[config.mk]
export PLATFORM = sky130hd
export DESIGN_NAME = ras_ctrl
export DESIGN_NICKNAME = d
export VERILOG_FILES = /design/src/rtl/ras_ctrl.sv
export SDC_FILE = /design/constraint.sdc
export NUM_CORES = 1
export LEC_CHECK = 0
export BUFFER_PORTS_ARGS = -buffer_cell sky130_fd_sc_hd__buf_2
export CORE_MARGIN = 10
export CORE_UTILIZATION = 40
export CTS_BUF_LIST = sky130_fd_sc_hd__clkbuf_8
export DETAILED_ROUTE_END_ITERATION = 7
export PLACE_DENSITY = 0.81
export SYNTH_ARGS = -nofsm -noshare
export SYNTH_HDL_FRONTEND = slang
export SYNTH_SLANG_ARGS = --single-unit
[constraint.sdc]
create_clock -name clk -period 1.6 [get_ports clk]
set_input_delay 0.08 -clock clk [delete_from_list [all_inputs] [get_ports clk]]
set_output_delay 0.08 -clock clk [all_outputs]
set_load 0.1 [all_outputs]
[src/rtl/ras_ctrl.sv]
// Return-address-stack controller: turns call/return events into push/pop strobes for
// the stack, registers a return prediction and tracks calls lost to stack overflow.
module ras_ctrl #(
    parameter int ADDR       = 32,
    parameter int INST_BYTES = 4,
    parameter int OVF_MAX    = 15
) (
    input  logic            clk,
    input  logic            reset_,
    input  logic            flush_,
    input  logic            call_,
    input  logic            ret_,
    input  logic [ADDR-1:0] call_pc,
    output logic            st_push_,
    output logic [ADDR-1:0] st_wd,
    output logic            st_pop_,
    output logic            st_flush_,
    input  logic [ADDR-1:0] st_rd,
    input  logic            st_v,
    input  logic            st_busy,
    output logic [ADDR-1:0] pred_addr,
    output logic            pred_v,
    output logic            ovf,
    output logic            lost,
    output logic [1:0]      dbg_state
);

    localparam int CW = $clog2(OVF_MAX + 1);
    localparam logic [CW-1:0] CNT_MAX = CW'(OVF_MAX);

    typedef enum logic [1:0] {
        RUN = 2'd0,
        OVF = 2'd1,
        SAT = 2'd2
    } state_t;

    state_t          state;
    state_t          state_nxt;
    logic [CW-1:0]   ovf_cnt;
    logic [CW-1:0]   cnt_nxt;
    logic            call;
    logic            ret;
    logic            flush;
    logic            pop_req;
    logic            push_req;
    logic            lost_set;

    // Strobes are forced idle while reset_ is low so nothing reaches the stack during reset.
    assign call  = !call_  && reset_;
    assign ret   = !ret_   && reset_;
    assign flush = !flush_ && reset_;

    assign st_wd = call_pc + ADDR'(INST_BYTES);

    // A push alongside a pop replaces the top, so the full flag does not block it.
    assign pop_req  = ret && !flush && (state == RUN) && st_v;
    assign push_req = call && !flush && (state == RUN) && (pop_req || !st_busy);

    assign st_push_  = !push_req;
    assign st_pop_   = !pop_req;
    assign st_flush_ = !flush;

    assign dbg_state = state;

    always_comb begin
        cnt_nxt  = ovf_cnt;
        lost_set = 1'b0;
        if (flush) begin
            cnt_nxt = '0;
        end else if (call && !ret) begin
            if (!push_req) begin
                if (ovf_cnt == CNT_MAX) lost_set = 1'b1;
                else                    cnt_nxt  = ovf_cnt + 1'b1;
            end
        end else if (ret && !call) begin
            if (state != RUN) cnt_nxt = ovf_cnt - 1'b1;
        end
    end

    always_comb begin
        state_nxt = OVF;
        if (cnt_nxt == '0)          state_nxt = RUN;
        else if (cnt_nxt == CNT_MAX) state_nxt = SAT;
    end

    always_ff @(posedge clk or negedge reset_) begin
        if (!reset_) begin
            state     <= RUN;
            ovf_cnt   <= '0;
            ovf       <= 1'b0;
            lost      <= 1'b0;
            pred_v    <= 1'b0;
            pred_addr <= '0;
        end else begin
            state   <= state_nxt;
            ovf_cnt <= cnt_nxt;
            ovf     <= (state_nxt != RUN);
            pred_v  <= pop_req;
            if (pop_req) pred_addr <= st_rd;
            if (flush)         lost <= 1'b0;
            else if (lost_set) lost <= 1'b1;
        end
    end

endmodule

After elaboration in Yosys (flattened, before gate mapping)
Index checks and enable logic that the tools add are counted.
- register bits after elaboration: 41
- bits in latches: 0
- memory bits (writable): 0
- bits in read-only memories: 0
- input port bits: 71
- output and inout port bits: 72
- memories kept: 0
- add/subtract/negate cells: 3
- $mul: 0
- divide/modulo/power cells: 0
- $lt $le $gt $ge: 0
- equal/unequal tests: 2
- shift operators: 0
- multiplexer cells: 14
- bitwise logic cells: 0
- reduce and logical (&&, ||, !) cells: 26
- operators by type and width (operator ; number):
    $add A32 B3 Y32 const B ; 1
    $mux W4 ; 6
    $logic_and A1 B1 Y1 ; 11
    $logic_not A1 Y1 ; 9
    $eq A4 B4 Y1 const B ; 2
    $mux W1 ; 6
    $reduce_bool A2 Y1 ; 3
    $add A4 B1 Y4 const B ; 1
    $logic_not A4 Y1 ; 1
    $mux W2 ; 2
    $sub A4 B1 Y4 const B ; 1
    $logic_not A2 Y1 ; 1
    $logic_or A1 B1 Y1 ; 1

Depth between registers and ports, before layout
- depth after elaboration: 15
- mapped depth: 7

Worst setup path after synthesis
OpenSTA, ideal clock, no wires.
- path kind: register -> register
- start point: reg state[1], in the netlist dbg_state[1]
- end point: reg pred_addr[0]
- library setup time: 0.069 ns
- arrival: 2.721 ns
- slack: -1.191 ns
- stages on the path, launching flop included: 7
- path buffers: 2
- clock period less this slack: 2.791 ns
- cell sequence: dfrtp_1 -> nand4bb_1 -> or2_2 -> clkbuf_1 -> clkbuf_1 -> nand2_1 -> nand2_1
- word-level cells in the longest chain between the ends: 3
- RTL lines (item ; line ; text):
    start, declared ; 37 ; state_t state;
    start signal, assigned ; 95 ; state <= state_nxt;
    $logic_not A2 Y1 ; 56 ; assign pop_req = ret && !flush && (state == RUN) && st_v;
    $logic_and A1 B1 Y1 (2 in a row) ; 56 ;
    end signal, assigned ; 99 ; if (pop_req) pred_addr <= st_rd;
    end, declared ; 21 ; output logic [ADDR-1:0] pred_addr,
No other way between the ends.
A chain may end at the register's enable or synchronous reset.

Final worst setup path
- start point: reg state[0], in the netlist dbg_state[0]
- end point: reg ovf
- word-level cells in the longest chain between the ends: 12
- elaborated cells between the ends (all ways): 17
- RTL lines (item ; line ; text):
    $logic_not A2 Y1 ; 56, 57 ;
    $logic_and A1 B1 Y1 (2 in a row) ; 56 ;
    $logic_or A1 B1 Y1 ; 57 ; assign push_req = call && !flush && (state == RUN) && (pop_req || !st_busy);
    $logic_and A1 B1 Y1 ; 57 ;
    $mux W4 ; 71 ; if (!push_req) begin
    $mux W4 (*) ; 70 ; end else if (call && !ret) begin
    $mux W4 (*) ; 68 ; if (flush) begin
    via cnt_nxt[2] ; 40 ; logic [CW-1:0] cnt_nxt;
    $eq A4 B4 Y1 ; 83 ; else if (cnt_nxt == CNT_MAX) state_nxt = SAT;
    $mux W2 ; 83 ;
    $mux W2 (*) ; 82 ; if (cnt_nxt == '0) state_nxt = RUN;
    $reduce_bool A2 Y1 (*) ; 97 ; ovf <= (state_nxt != RUN);
    end signal, assigned ; 97 ;
    end, declared ; 23 ; output logic ovf,
Mark *: on every way through the listed nets, which the timed path passes. The rest lies on a longest branch.

==> summary.md <==
| Metric | Value |
|---|---|
| Synth cell types | 38 |
| Worst Slack Setup Final | -356 ps |
| Net Sw Power | 4.75 mW |
| Syn Area/Cell | 8.40 sq um |
| Fin crit share | 122% |
| Tot GR Track Use | 24.9% |
| Final setup violation count | 48 |
| FF-to-FF Start | dbg_state[0] |
| Pwr per Cell Area | 1520 mW/mm^2 |
| Crit-path max cell delay | 490 ps |
| Initial core utilization | 41.0% |
| Unrepaired setup endpoints after global routing | true |
| Worst Tran Pin Value | 529 ps |
| Die area | 0.00906 sq mm |
| Hold Path Cell Cnt | 3 |
| Worst Hold End | pred_addr[5] |
| DRT Pass-1 Iters | 5 |
| Cells after synthesis | 269 |
| DP Wirelength | 7770 um |
| CP delay by family, top | simple AND/OR/NAND/NOR gates |
| Fmax | 511 MHz |
| Share of layout cells above drive strength 1 | 55.3% |
| Antenna violations before repair | 1 |
| Crit Path Class | register to register |
| Max-slew violations | 0 |
| Status | finished with violations |
| Power Internal | 2.97 mW |
| Routed WL | 13000 um |
| Via Count | 3150 |
| CTS buffer count | 5 |
| Hold_sp | st_rd[5] |
| Wire per inst | 22.7 um |
| Ports | 143 |
| Congestion Overflow GR | 0 |
| Commonest non-fill, non-tap cells in the layout | nand2_1, buf_2, buf_4 |
| Final Net Count | 570 |
| Violated checks | setup timing |
| Worst min-delay path class | primary input to register |
| Final hold slack | 8.09 ps |
| Reg-to-reg endpoint | ovf |
| Clk Latency, worst-skew pair | 300 ps |
| Synthesized flop and latch total | 41 |
| Slew headroom | 65.0% |
| Max VDD drop | 1.66 mV |
| P_leak | 2.52 nW |
| First-pass GRT wire length | 17500 um |
| Clock skew | 7.22 ps |
| Flop2flop setup slack | -360 ps |
| Worst Path Required | 1780 ps |
| Clock sink count | 41 |
| Clock Path Buffers | 2 |
| Dpl ws | -369 ps |
| Die X | 95.2 um |
| Crit path depth | 6 |
| Final Hold Viols | 0 |
| Gate power share | 67.0% |
| Sequential area share after synthesis | 45.4% |
| FF-to-FF path depth | 6 |
| Synth Warn # | 0 |
| CTS clk-pin slew, worst paths | 90 ps |
| Vias in the first global route | 3212 |
| Vias per cell | 5.50 |
| ANT nets after route | 0 |
| TritonCTS clock tree | yes |
| Post-layout min period | 1960 ps |
| CORE AREA | 0.00551 sq mm |
| WP data arrival | 2140 ps |
| Slowest cell on crit path | dfrtp_4 |
| Final Core Density | 92.4% |
| Row cnt | 27 |
| Sw frac | 61.5% |
| Commonest non-fill, non-tap cell in the layout | nand2_1 |
| Die Ht | 95.2 um |
| Post-Synthesis Net Count | 343 |
| Ordered cell list for the critical path | nand4bb_4 -> a21o_4 -> a221o_1 -> and3_4 -> nor4_4 -> inv_1 |
| Post-Syn Area | 0.00226 sq mm |
| Initial DRC count | 189 |
| Setup crit start kind | register |
| CP Capture Type | register |
| Largest net degree at the start of global routing | 34 |
| Final Wtd Congestion | 0.894 |
| Critical-path maximum fanout | 5 |
| P&R area growth vs syn | 125% |
| Worst Path Buf+Inv | 1 |
| CTS root buf | clkbuf_8 |
| DRC viols | 0 |
| Flop pwr share | 21.9% |
| H-tree levels | 2 |
| Max Cap Viol | 0 |
| Total chip power | 7.71 mW |
| Port-buffer cells | 138 |
| Clock power share | 11.1% |
## worst max-delay path by stage
stage | slack [ps] | startpoint | endpoint
2_1_floorplan | -530 | dbg_state[0] | dbg_state[0]
3_3_place_gp | -290 | dbg_state[0] | dbg_state[0]
3_5_place_dp | -370 | dbg_state[0] | dbg_state[0]
4_1_cts | -330 | dbg_state[1] | dbg_state[0]
5_1_grt | -410 | dbg_state[0] | dbg_state[0]
6_report | -360 | dbg_state[0] | ovf
## worst register-to-register path: cells and delay by family (launching register included)
kind | cells | cell delay (ps)
flip-flops | 1 | 490
buffers and inverters | 1 | 80
AND/OR/NAND/NOR | 3 | 730
AO/OA/AOI/OAI | 2 | 530
## through the flow
| stage | setup TNS, ps | std cells | area [sq um] |
|---|---|---|---|
| 5_1_grt | -6870 | 570 | 5080 |
| 4_1_cts | -3360 | 562 | 4920 |
| 2_1_floorplan | -8800 | 269 | 2900 |
| 6_report | -4440 | 573 | 5090 |
| 3_5_place_dp | -2880 | 515 | 4300 |
| 3_3_place_gp | -1530 | 515 | 4300 |
## power groups by stage
stage	Clock (mW)	Sequential [mW]	Combinational (mW)
after floorplan	0	4.39	1.02
after global placement	0	1.64	4.76
after detailed placement	0	1.67	4.83
after CTS	0.857	1.65	4.99
after global routing	0.912	1.73	5.31
final	0.856	1.69	5.17
## repair_timing
action	CTS	global route
gates resized for setup	31	22
pin swaps	15	18
endpoints found under the hold margin	72	0
hold buffers	32	0
buffers inserted	7	8
setup endpoints to repair	51	55
## final cells by class
cell class / instances / area (sq um)
Antenna cell: 4 / 10.0
Clock buffer: 5 / 68.8
Clock inverter: 3 / 46.3
Fill cell: 197 / 420
Inverter: 8 / 42.5
Multi-Input combinational cell: 211 / 1870
Sequential cell: 41 / 1030
Tap cell: 72 / 90.1
Timing Repair Buffer: 229 / 1930
## cell usage after synthesis
cell type  number  share of area [%]
a211o_1         1               0.39
xnor2_1        21                8.1
nand4bb_1       1               0.50
ha_1            3                1.7
xor2_1          7                2.7
a21oi_1         1               0.22
nand4_1         7                1.9
a221o_1         2               0.89
inv_1           8                1.3
a31oi_1         3               0.83
nand2_1       109                 18
nand2b_1        1               0.28
a21o_1          1               0.33
nor3b_1         1               0.33
nor2b_1         1               0.28
nor3_1          1               0.22
a21oi_2         1               0.39
dfrtp_1        41                 45
clkbuf_1        4               0.66
and4_1          5                1.9
nor4_1          1               0.28
nor2_1         13                2.2
nor3_2          1               0.44
and2_1          2               0.55
a31oi_2         1               0.55
nand3b_1        2               0.66
and3_1          7                1.9
nand4b_1        1               0.39
buf_2           3               0.66
nor4_2          1               0.55
or2_2           1               0.28
nand3_1        10                2.2
o31ai_2         1               0.55
mux2i_1         1               0.44
buf_4           2               0.66
a21bo_1         1               0.44
or3_1           1               0.28
o31a_1          1               0.39
## cell families (layout without fill, tap and decap cells)
logic type,Yosys count,after routing,synth area share [%]
adder cells (fa/ha/maj),3,3,1.66
flip-flops,41,41,45.4
XOR/XNOR,28,28,10.9
AO/OA/AOI/OAI,13,13,4.98
other,0,4,0
AND/OR/NAND/NOR,166,166,33.3
buffers and inverters,17,245,3.32
multiplexers,1,1,0.443
## registers in the layout, summed over array words and instances, names as in the netlist
register   flops
lost           1
pred_addr     32
pred_v         1
ovf_cnt        4
dbg_state      2
ovf            1
## layer usage
metal	vias up	wire length [um]	track usage [%]
met3	66	1370	7.86
met2	251	6520	44.9
li1	1338	-	-
met1	1495	4450	26.2
met4	0	646	9.98
met5	-	0	0
(Power assumes the default switching activity.)
